File: src/rtl/instr_fetch_pkg.sv
// Shared CPU definitions for the fetch unit: datapath widths and fetch FSM state encoding.
package instr_fetch_pkg;

    localparam int OPC_W  = 4;
    localparam int DATA_W = 8;

    typedef enum logic [1:0] {
        IDLE = 2'd0,
        REQ  = 2'd1,
        ERR  = 2'd2
    } fetch_state_t;

endpackage

File: src/rtl/instr_fetch_pc_reg.sv
// Program counter with its next-value mux: jump load (direct or via accumulator) beats increment.
module pc_reg
    import instr_fetch_pkg::*;
(
    input  logic              clk,
    input  logic              CLB,
    input  logic              IncPC,
    input  logic              LoadPC,
    input  logic              SelPC,
    input  logic [DATA_W-1:0] Acc_in,
    input  logic [OPC_W-1:0]  ir_low,
    output logic [DATA_W-1:0] pc
);

    logic [DATA_W-1:0] pc_next;

    always_comb begin
        pc_next = pc;
        if (LoadPC)
            pc_next = SelPC ? Acc_in : {{(DATA_W-OPC_W){1'b0}}, ir_low};
        else if (IncPC)
            pc_next = pc + 1'b1;
    end

    always_ff @(posedge clk or negedge CLB) begin
        if (!CLB)
            pc <= '0;
        else
            pc <= pc_next;
    end

endmodule

File: src/rtl/instr_fetch.sv
// Instruction fetch unit: one outstanding memory read at a time, with ack timeout and sticky error.
module instr_fetch
    import instr_fetch_pkg::*;
#(
    parameter int TIMEOUT = 15
)
(
    input  logic              clk,
    input  logic              CLB,
    input  logic              LoadIR,
    input  logic              IncPC,
    input  logic              LoadPC,
    input  logic              SelPC,
    input  logic [DATA_W-1:0] Acc_in,
    output logic [DATA_W-1:0] imem_addr,
    output logic              imem_req,
    input  logic              imem_ack,
    input  logic [DATA_W-1:0] imem_data,
    output logic [OPC_W-1:0]  Opcode,
    output logic [OPC_W-1:0]  Operand,
    output logic [DATA_W-1:0] PC,
    output logic              IR_valid,
    output logic              fetch_busy,
    output logic              fetch_err
);

    localparam int CNT_W = $clog2(TIMEOUT + 1);
    localparam logic [CNT_W-1:0] LAST_WAIT = CNT_W'(TIMEOUT - 1);

    fetch_state_t      state;
    logic [DATA_W-1:0] ir;
    logic [DATA_W-1:0] fetch_addr;
    logic [CNT_W-1:0]  cnt;

    pc_reg u_pc_reg (
        .clk    (clk),
        .CLB    (CLB),
        .IncPC  (IncPC),
        .LoadPC (LoadPC),
        .SelPC  (SelPC),
        .Acc_in (Acc_in),
        .ir_low (ir[OPC_W-1:0]),
        .pc     (PC)
    );

    // The address is captured at request time so PC jumps never disturb an in-flight read.
    assign imem_addr = fetch_addr;
    assign Opcode    = ir[DATA_W-1:OPC_W];
    assign Operand   = ir[OPC_W-1:0];

    always_ff @(posedge clk or negedge CLB) begin
        if (!CLB) begin
            state      <= IDLE;
            ir         <= '0;
            fetch_addr <= '0;
            cnt        <= '0;
            imem_req   <= 1'b0;
            IR_valid   <= 1'b0;
            fetch_busy <= 1'b0;
            fetch_err  <= 1'b0;
        end else begin
            case (state)
                IDLE: begin
                    if (LoadIR) begin
                        state      <= REQ;
                        fetch_addr <= PC;
                        IR_valid   <= 1'b0;
                        cnt        <= '0;
                        imem_req   <= 1'b1;
                        fetch_busy <= 1'b1;
                    end
                end
                REQ: begin
                    // An ack on the final allowed cycle still wins over the timeout.
                    if (imem_ack) begin
                        state      <= IDLE;
                        ir         <= imem_data;
                        IR_valid   <= 1'b1;
                        imem_req   <= 1'b0;
                        fetch_busy <= 1'b0;
                    end else if (cnt == LAST_WAIT) begin
                        state      <= ERR;
                        cnt        <= cnt + 1'b1;
                        imem_req   <= 1'b0;
                        fetch_busy <= 1'b0;
                        fetch_err  <= 1'b1;
                    end else begin
                        cnt <= cnt + 1'b1;
                    end
                end
                ERR: begin
                    state <= ERR;
                end
                default: begin
                    state <= IDLE;
                end
            endcase
        end
    end

endmodule

File: config.mk
export PLATFORM = sky130hd
export DESIGN_NAME = instr_fetch
export DESIGN_NICKNAME = d
export VERILOG_FILES = /design/src/rtl/instr_fetch_pkg.sv /design/src/rtl/instr_fetch_pc_reg.sv /design/src/rtl/instr_fetch.sv
export SDC_FILE = /design/constraint.sdc
export NUM_CORES = 1
export LEC_CHECK = 0
export ABC_CLOCK_PERIOD_IN_PS = 2700
export CORE_ASPECT_RATIO = 0.9
export CORE_UTILIZATION = 65
export CTS_BUF_LIST = sky130_fd_sc_hd__clkbuf_8
export CTS_CLUSTER_DIAMETER = 30
export DETAILED_ROUTE_END_ITERATION = 12
export DONT_BUFFER_PORTS = 1
export GPL_TIMING_DRIVEN = 0
export HOLD_SLACK_MARGIN = 0.08
export PLACE_DENSITY_LB_ADDON = 0.12
export SLEW_MARGIN = 20
export SYNTH_ARGS = -nofsm -noshare
export SYNTH_HDL_FRONTEND = slang
export SYNTH_SLANG_ARGS = --single-unit
File: constraint.sdc
create_clock -name clk -period 2.7 [get_ports clk]
set_clock_uncertainty 0.1 [all_clocks]
set_input_delay 0.405 -clock clk [delete_from_list [all_inputs] [get_ports clk]]
set_output_delay 0.405 -clock clk [all_outputs]
set_load 0.005 [all_outputs]
# ---- Word-level counts from Yosys, hierarchy flattened
# Cells that the tools add are included.
dict set report op_classes {
  add_sub_neg 2
  eq_ne 7
  mux 17
  n_bitwise 1
  reduce_logical 10
}
# cell n
set ops {}
lappend ops {{$mux 8} 3}
lappend ops {{$reduce_and 3->1} 4}
lappend ops {{$add 8x1->8 const B} 1}
lappend ops {{$mux 4} 2}
lappend ops {{$pmux 4 s2} 1}
lappend ops {{$mux 2} 3}
lappend ops {{$ne 2x2->1 const B} 3}
lappend ops {{$pmux 2 s3} 1}
lappend ops {{$reduce_and 2->1} 3}
lappend ops {{$mux 1} 5}
lappend ops {{$add 4x1->4 const B} 1}
lappend ops {{$eq 4x4->1 const B} 1}
lappend ops {{$pmux 1 s2} 2}
lappend ops {{$reduce_bool 2->1} 2}
lappend ops {{$ne 3x3->1 const B} 1}
lappend ops {{$eq 2x1->1 const B} 1}
lappend ops {{$eq 2x2->1 const B} 1}
lappend ops {{$logic_not 2->1} 1}
lappend ops {{$not 1->1} 1}
dict set report word_totals {
  register_bits 33
  in_bits 23
}

# ---- Longest topological paths before layout
# Gate-level depths: netlist (run 1).
dict set report depth {
  ltp_word 4
  depth_mapped 5
  mapped_depth_nobuf 5
}

# ---- Cells and area by module
# Synthesis (run 1) repeated with hierarchy kept, for this count alone.
dict set report unflattened {
  hier_cells 133
  area_unflattened_um2 1535.2
}
# module n_inst cells_each area_per_inst_um2
set by_module_without_submodules {}
lappend by_module_without_submodules {instr_fetch 1 77 1028.5}
lappend by_module_without_submodules {pc_reg 1 56 506.7}

# ---- Worst setup path before layout (run 1)
# No wires, ideal clock.
dict set report synth_timing {
  path_type {flip-flop to flip-flop}
  startpoint {register state[1]}
  endpoint {register fetch_addr[3], in the netlist imem_addr[3]}
  setup_time_ns 0.125
  arrival_time_ns 1.416
  setup_slack_ns 1.059
  path_stages_with_launch 5
  period_less_slack_ns 1.641
  cell_sequence {dfrtp_1 -> buf_6 -> nor3b_1 -> buf_4 -> mux2_2}
}
dict set report synth_via {
  elab_chain_len 2
}
# element line_no
set synth_rtl {}
lappend synth_rtl {{start, declared} instr_fetch.sv:30} ;# fetch_state_t state;
lappend synth_rtl {{start signal, assigned} instr_fetch.sv:53} ;# state <= IDLE;
lappend synth_rtl {{start signal, assigned} instr_fetch.sv:65} ;# state <= REQ;
lappend synth_rtl {{start signal, assigned} instr_fetch.sv:76} ;# state <= IDLE;
lappend synth_rtl {{$logic_not 2->1} instr_fetch.sv:62} ;# case (state)
lappend synth_rtl {{$reduce_and 2->1 (no source line)} n/a}
lappend synth_rtl {{end signal, assigned} instr_fetch.sv:55} ;# fetch_addr <= '0;
lappend synth_rtl {{end signal, assigned} instr_fetch.sv:66} ;# fetch_addr <= PC;
lappend synth_rtl {{end, declared} instr_fetch.sv:32} ;# logic [DATA_W-1:0] fetch_addr;
# No other way between the ends.
# A chain may end at the register's enable or synchronous reset.

# ---- Worst setup path in the final report (run 1)
dict set report layout_timing {
  startpoint {register state[1]}
  endpoint {register fetch_addr[4], in the netlist imem_addr[4]}
}
# The elaborated chain is that of the path after synthesis.

==> flow_metrics.tcl, run 1 <==
set metrics [dict create \
    placed_area_um2 1590 \
    endpoint_kind "register" \
    synth_commonest_cells "dfrtp_1, mux2_2, o21ai_0, a21oi_1" \
    grt_usage 0.283 \
    die_y_um 48.5 \
    post-synth-top-area-cell "dfrtp_1" \
    clock_latency_ps 280 \
    seq_power_share 0.533 \
    root_buffer "clkbuf_8" \
    crit_chain "buf_6 > nor3b_1 > buf_4 > mux2_2" \
    start_util 0.702 \
    rsz0062_at_grt "false" \
    post_cts_resized 0 \
    power_mw 1.31 \
    synth_most_common_cell "dfrtp_1" \
    viasPerCell 6.45 \
    die_w_um 53.6 \
    grt-ovfl-total 0 \
    synth_top_flop_cell "dfrtp_1" \
    hold_path_class "in -> reg" \
    yosys_warnings 0 \
    cpPeakStageDelay_ps 440 \
    synthArstFlopShare 1.00 \
    cp_max_fo 10 \
    drc 0 \
    postCtsHoldBufs 2 \
    cts_tree "built" \
    slowest_stage "nor3b_1" \
    via_count 1122 \
    ant_nets 0 \
    final.setup.tns_ps 0 \
    ff_latch_area_um2 826 \
    finalCritPeriodShare 0.662 \
    antenna_found_initial 0 \
    grt_pass1_wl_um 5170 \
    synth_nets 163 \
    post-dp-hpwl_um 2220 \
    clock.fmax_mhz 559 \
    yosysTopAreaCellShare 0.529 \
    synth_edf_count 0 \
    powerDensity_nw_per_um2 758 \
    rows 16 \
    syn_to_final_growth_pct 10.6 \
    placed_cells 164 \
    pin_count 51 \
    multi_input_area_um2 672 \
    p_clk_frac 0.303 \
    cts_setup_buffers 0 \
    place_congestion 0.838 \
    synth_cell_types 33 \
    max-cap-violations 0 \
    routed_wl_um 3060 \
    switching_share 0.283 \
    tightest_slew_ps 518 \
    yosysSeqAreaShare 0.529 \
    cellLeakagePower_nw 0.770 \
    setup_viol 0 \
    grt_pass1_vias 1196 \
    core_area_um2 2220 \
    p_comb_frac 0.163 \
    period_needed_ps 1790 \
    critical_path_class "reg -> reg" \
    syn_area_per_cell_um2 11.4 \
    p_sw_mw 0.370 \
    cts_sinks 33 \
    clockBufferDepth 2 \
    port_buffers 0 \
    worstPathArrival_ps 1850 \
    numCtsBuffers 5 \
    clkTransAtPathRegs_ps 60 \
    drv_slew 0 \
    netlist_area_um2 1560 \
    vdd_drop_max_uv 587 \
    synth_cells 137 \
    grt_max_degree 34 \
    stdcell_count 174 \
    synth.area.top_cells "dfrtp_1, mux2_2, o21ai_0" \
    firstDrtPassIters 4 \
    final_nets 172 \
    ys_seq_elements 33 \
    start_kind "register" \
    drive_gt1_frac 0.238 \
    hold_viol 0 \
    drtIter0Drc 34 \
    htreeDepth 2 \
    antennaDiodeCount 0 \
    post_drt_wl_per_cell_um 17.6 \
    cp.required_ps 2770 \
    fin_area_um2 1730 \
    relSlewSlack 0.654 \
    num-fill-cells 141 \
    status "complete, no violations" \
    die_area_um2 2600 \
    p_int_mw 0.938 \
]
[metrics by stage]
| stage | hold slack (ps) | utilization | setup slack, ps |
|---|---|---|---|
| floorplan | 9.41 | - | 1060 |
| global placement | 10.0 | 0.717 | 921 |
| detailed placement | 9.98 | 0.717 | 911 |
| CTS | 167 | 0.776 | 902 |
| global route | 167 | 0.776 | 776 |
| finish | 174 | 0.776 | 912 |
[layout make-up]
type | instances | share of cell area
multi-input combinational | 92 | 0.389
clock inverter | 1 | 0.00290
inverter | 4 | 0.00870
clock buffer | 7 | 0.0558
timing repair buffer | 2 | 0.0174
tap | 27 | 0.0196
sequential | 33 | 0.479
buffer | 8 | 0.0276
[cell usage in the layout, fill, tap and decap left out, drive strengths merged, types with 2 or more instances in the layout]
cell and count:
nand4 3, o21bai 2, ha 3, nor2 2
xor2 4, inv 4, mux2i 2, mux2 18
o21ai 10, a31o 2, nor2b 2, clkbuf 10
nand3 7, a21oi 9, dfrtp 33, nor3 4
and3 3, nand2 7, buf 6, a211oi 2
or3 2
[power by group through the flow]
stage,logic (mW),clock network [mW],registers [mW]
6_report,0.214,0.397,0.697
2_1_floorplan,0.168,0,0.676
4_1_cts,0.214,0.403,0.698
3_3_place_gp,0.184,0,0.701
3_5_place_dp,0.198,0,0.707
5_1_grt,0.241,0.425,0.713
[worst max-delay path: cells and delay by family (launching register included)]
family / cells / cell delay, ps
flip-flops: 1 / 370
multiplexers: 1 / 340
AND/OR/NAND/NOR: 1 / 440
buffers and inverters: 2 / 410
[kinds of logic (layout without fill, tap and decap cells)]
family,Yosys count,in the layout,synth area share
AO/OA/AOI/OAI,29,29,0.113
XOR/XNOR,4,4,0.0225
adder cells (fa/ha/maj),3,3,0.0241
buffers and inverters,12,22,0.0401
flip-flops,33,33,0.529
multiplexers,20,20,0.143
AND/OR/NAND/NOR,36,36,0.128
[layer usage]
layer  wire (um)  vias to the layer above  global-route usage  part of all wire
li1            -                      510                   -                 -
met1        1210                      547               0.326              0.39
met2        1510                       55               0.456              0.49
met3         281                       10               0.104             0.092
met4          65                        0               0.136             0.021
met5           0                        -                   0                 0
[worst paths after layout]
path / startpoint / end / slack (ps) / cells past startpoint
min: imem_data[6] / ir[6] / 170 / 1
min reg2reg: fetch_err / fetch_err / 410 / 1
max reg2reg: state[1] / imem_addr[4] / 910 / 4
max in group asynchronous: CLB / u_pc_reg.pc[3] / 1860 / 2
max: state[1] / imem_addr[4] / 910 / 4
min in group asynchronous: CLB / imem_addr[7] / 460 / 2
Note: power is estimated with default switching activity, not from simulation.
==> inputs of run 2 (changes only) <==
Settings changed: ABC_CLOCK_PERIOD_IN_PS 2700 to 1600, CORE_UTILIZATION 65 to 58.
Clock period 2.7 ns to 1.6 ns, I/O delays scaled along.
==> flow_metrics.tcl, run 2 (synthesis gave the netlist of run 1 again) <==
set metrics [dict create \
    final.setup.tns_ps 0 \
    rrSetupSlack_ps 40 \
    routed_wl_um 3300 \
    hold-path-endpoint "u_pc_reg.pc[1]" \
    clockBufferDepth 2 \
    reg2reg_to "cnt[3]" \
    endpoint_kind "register" \
    die_w_um 56.7 \
    stdcell_count 192 \
    mostFrequentLayoutCell "dfrtp_1" \
    rsz0062_at_grt "true" \
    multi_input_area_um2 692 \
    clkTransAtPathRegs_ps 70 \
    critical_path_class "reg -> reg" \
    worstPathArrival_ps 1670 \
    r2r-start "state[1]" \
    placed_cells 165 \
    post-place-ws_ps -34.5 \
    clock_latency_ps 280 \
    start_util 0.622 \
    syn_to_final_growth_pct 20.9 \
    setup_viol 0 \
    ant_nets 0 \
    period_needed_ps 1560 \
    hold_depth 2 \
    rows 17 \
    start_kind "register" \
    drv_slew 0 \
    ff_latch_area_um2 826 \
    setup_ws_ps 42.0 \
    cellLeakagePower_nw 0.847 \
    grt_usage 0.254 \
    grt-ovfl-total 0 \
    num-fill-cells 193 \
    drc 5 \
    holdWs_ps 87.3 \
    powerDensity_nw_per_um2 1150 \
    cp_max_fo 9 \
    antenna_found_initial 0 \
    grt_pass1_vias 1144 \
    grt_max_degree 34 \
    cp.required_ps 1710 \
    violations "design-rule violations" \
    placed_area_um2 1600 \
    power_mw 2.17 \
    max-cap-violations 0 \
    tightest_slew_ps 507 \
    place_congestion 0.783 \
    post-dp-hpwl_um 2090 \
    finalCritPeriodShare 0.974 \
    hold_viol 0 \
    utilization 0.752 \
    drtIter0Drc 53 \
    final_nets 189 \
    worstHoldStart "Acc_in[1]" \
    layout_common_cells "dfrtp_1, mux2_2, dlygate4sd3_1, o21ai_0, a21oi_1" \
    htreeDepth 2 \
    fin_area_um2 1890 \
    die_y_um 51.2 \
    viasPerCell 6.07 \
    relSlewSlack 0.662 \
    worstRegToRegCells 4 \
    die_area_um2 2900 \
    grt_pass1_wl_um 5390 \
    clock.fmax_mhz 642 \
    root_buffer "clkbuf_8" \
    port_buffers 0 \
    post_drt_wl_per_cell_um 17.2 \
    cts_sinks 33 \
    status "finished with violations" \
    firstDrtPassIters 8 \
    cts_tree "built" \
    drive_gt1_frac 0.244 \
    pin_count 51 \
    numCtsBuffers 5 \
    hold_path_class "in -> reg" \
    via_count 1165 \
    vdd_drop_max_uv 717 \
    antennaDiodeCount 0 \
    core_area_um2 2510 \
]
-- run 2: worst max-delay path, cell delays in order (launching register included) --
cell	delay [ps]
dfrtp_1	380
buf_6	140
or3b_4	400
or3_4	340
a21oi_2	130
-- run 2: worst max-delay path by stage --
stage	startpoint	slack (ps)	cells past startpoint	end
floorplan	state[1]	70	4	cnt[3]
CTS	state[1]	30	4	imem_addr[6]
global route	state[1]	-5	4	imem_addr[3]
global placement	state[1]	-10	4	imem_addr[3]
finish	state[1]	40	4	cnt[3]
detailed placement	state[1]	-30	4	imem_addr[6]
-- run 2: per-layer routing --
| layer | global-route usage | vias to the layer above | share of wire |
|---|---|---|---|
| met3 | 0.0962 | 8 | 0.080 |
| li1 | - | 543 | - |
| met2 | 0.415 | 50 | 0.46 |
| met1 | 0.314 | 564 | 0.45 |
| met5 | 0 | - | 0 |
| met4 | 0.0750 | 0 | 0.013 |
-- run 2: power by group --
part | switching (mW) | leakage [nW] | internal, mW | total (mW)
registers | 0.181 | 0.411 | 0.999 | 1.18
clock network | 0.291 | 0.0519 | 0.290 | 0.580
logic | 0.172 | 0.385 | 0.233 | 0.405
total | 0.643 | 0.847 | 1.52 | 2.17
-- run 2: area by class of cell --
type	instances	area share
Clock inverter	3	0.00597
Multi-Input combinational cell	92	0.367
Buffer	8	0.0272
Timing Repair Buffer	19	0.0995
Sequential cell	33	0.438
Clock buffer	5	0.0365
Tap cell	28	0.0186
Inverter	4	0.00796
-- run 2: repair_timing --
item,in CTS,in global routing
hold buffers,14,0
hold endpoints to repair,44,0
setup buffers,1,4
gates resized for setup,5,0
setup endpoints to repair,6,6
pin swaps,3,1
==> RTL change 1, RTL diff (settings of run 2) <==
`TIMEOUT`: 15 -> 17.
--- a/src/rtl/instr_fetch.sv
+++ b/src/rtl/instr_fetch.sv
@@ -4,3 +4,3 @@
 #(
-    parameter int TIMEOUT = 15
+    parameter int TIMEOUT = 17
 )
Behaviour: same outputs for any inputs over 10 cycles, from zero or initial values; that may be too few to reach the edited logic, so the function may still have changed.
==> RTL change 1 against run 2 <==
  * The flow still finishes with violations (DRC)
  * Routed wire length is 2.9% higher
  * Highest routed layer unchanged
  * Global-route usage down 0.62 points
  * Final area grew 5.1%
  * Die area up 3.6%
  * Worst setup slack better by 0.021 ns
  * First-iteration DRC count fell by 38%
  * Non-clock buffer count is the same
  * Synthesized cell count stayed put
  * Total power up 13%
  * Sequential cell count increased by 1
  * Synthesized area increased by 3.7%
  * Count of clock-buffer cells in the layout increased by 1
==> RTL change 1: results (changes against run 2) <==
grtUsageMet3_pct: 9.453  # was 9.620%
dpl.hpwl_mm: 2.207  # was 2.092 mm
crit_end: "cnt[2]$_DFFE_PN0P_"  # was cnt[3]$_DFFE_PN0P_
grt_pass1_wl_mm: 5.361  # was 5.388 mm
grt_use_met2_pct: 41.86  # was 41.47%
violations: "DRC"  # unchanged
relSlewSlack_pct: 65.83  # was 66.22%
layout-drive-gt1-share_pct: 25.45  # was 24.39%
drt_wl_total_mm: 3.394  # was 3.297 mm
multiInputGateArea_sq_um: 743.2  # was 691.9 sq um
finalWorstSetupSlack_ns: 0.06299  # was 0.04205 ns
yosys-mux-area-fraction_pct: 16.40  # was 14.27%
cts-resized-gates: 2  # was 5
dp_slack_ns: -0.07866  # was -0.03446 ns
drc: 2  # was 5
synth_compound_area_share_pct: 10.29  # was 11.31%
hold_ws_ns: 0.08291  # was 0.08733 ns
finish.utilization_pct: 77.70  # was 75.17%
status: "finished, violations left"  # unchanged
peakVddDrop_v: 0.0007033  # was 0.0007167 V
clkbuf_count: 6  # was 5
vias: 1185  # was 1165
buffer_area_share_pct: 12.43  # was 12.67%
stdcell_count: 193  # was 192
cp_data_arrival_time_ns: 1.61  # was 1.67 ns
ys_ff_latch: 34  # was 33
clock_area_share_pct: 4.606  # was 4.244%
fillers: 158  # was 193
place_congestion: 0.8140  # was 0.7832
[RTL change 1: changes by cell type after synthesis, sizes merged, moves of 2 or more]
| cell | run 2 | this run |
|---|---|---|
| a21oi | 9 | 5 |
| nor2b | 2 | 4 |
| nor3 | 4 | 2 |
| nand2 | 7 | 4 |
| nor2 | 2 | 4 |
| a22o | 0 | 5 |
| mux2i | 2 | 4 |
| o21ai | 10 | 8 |
| mux2 | 18 | 20 |
[RTL change 1: where the power goes]
| group | switching, mW | leakage [nW] | total (mW) | internal (mW) |
|---|---|---|---|---|
| combinational | 0.216 | 0.421 | 0.534 | 0.318 |
| clock | 0.292 | 0.0524 | 0.632 | 0.340 |
| sequential | 0.210 | 0.423 | 1.27 | 1.06 |
[RTL change 1: per-layer routing]
metal | vias to the layer above | wire, microns
li1 | 556 | -
met1 | 564 | 1375
met2 | 59 | 1688
met3 | 6 | 291
met4 | 0 | 38
met5 | - | 0
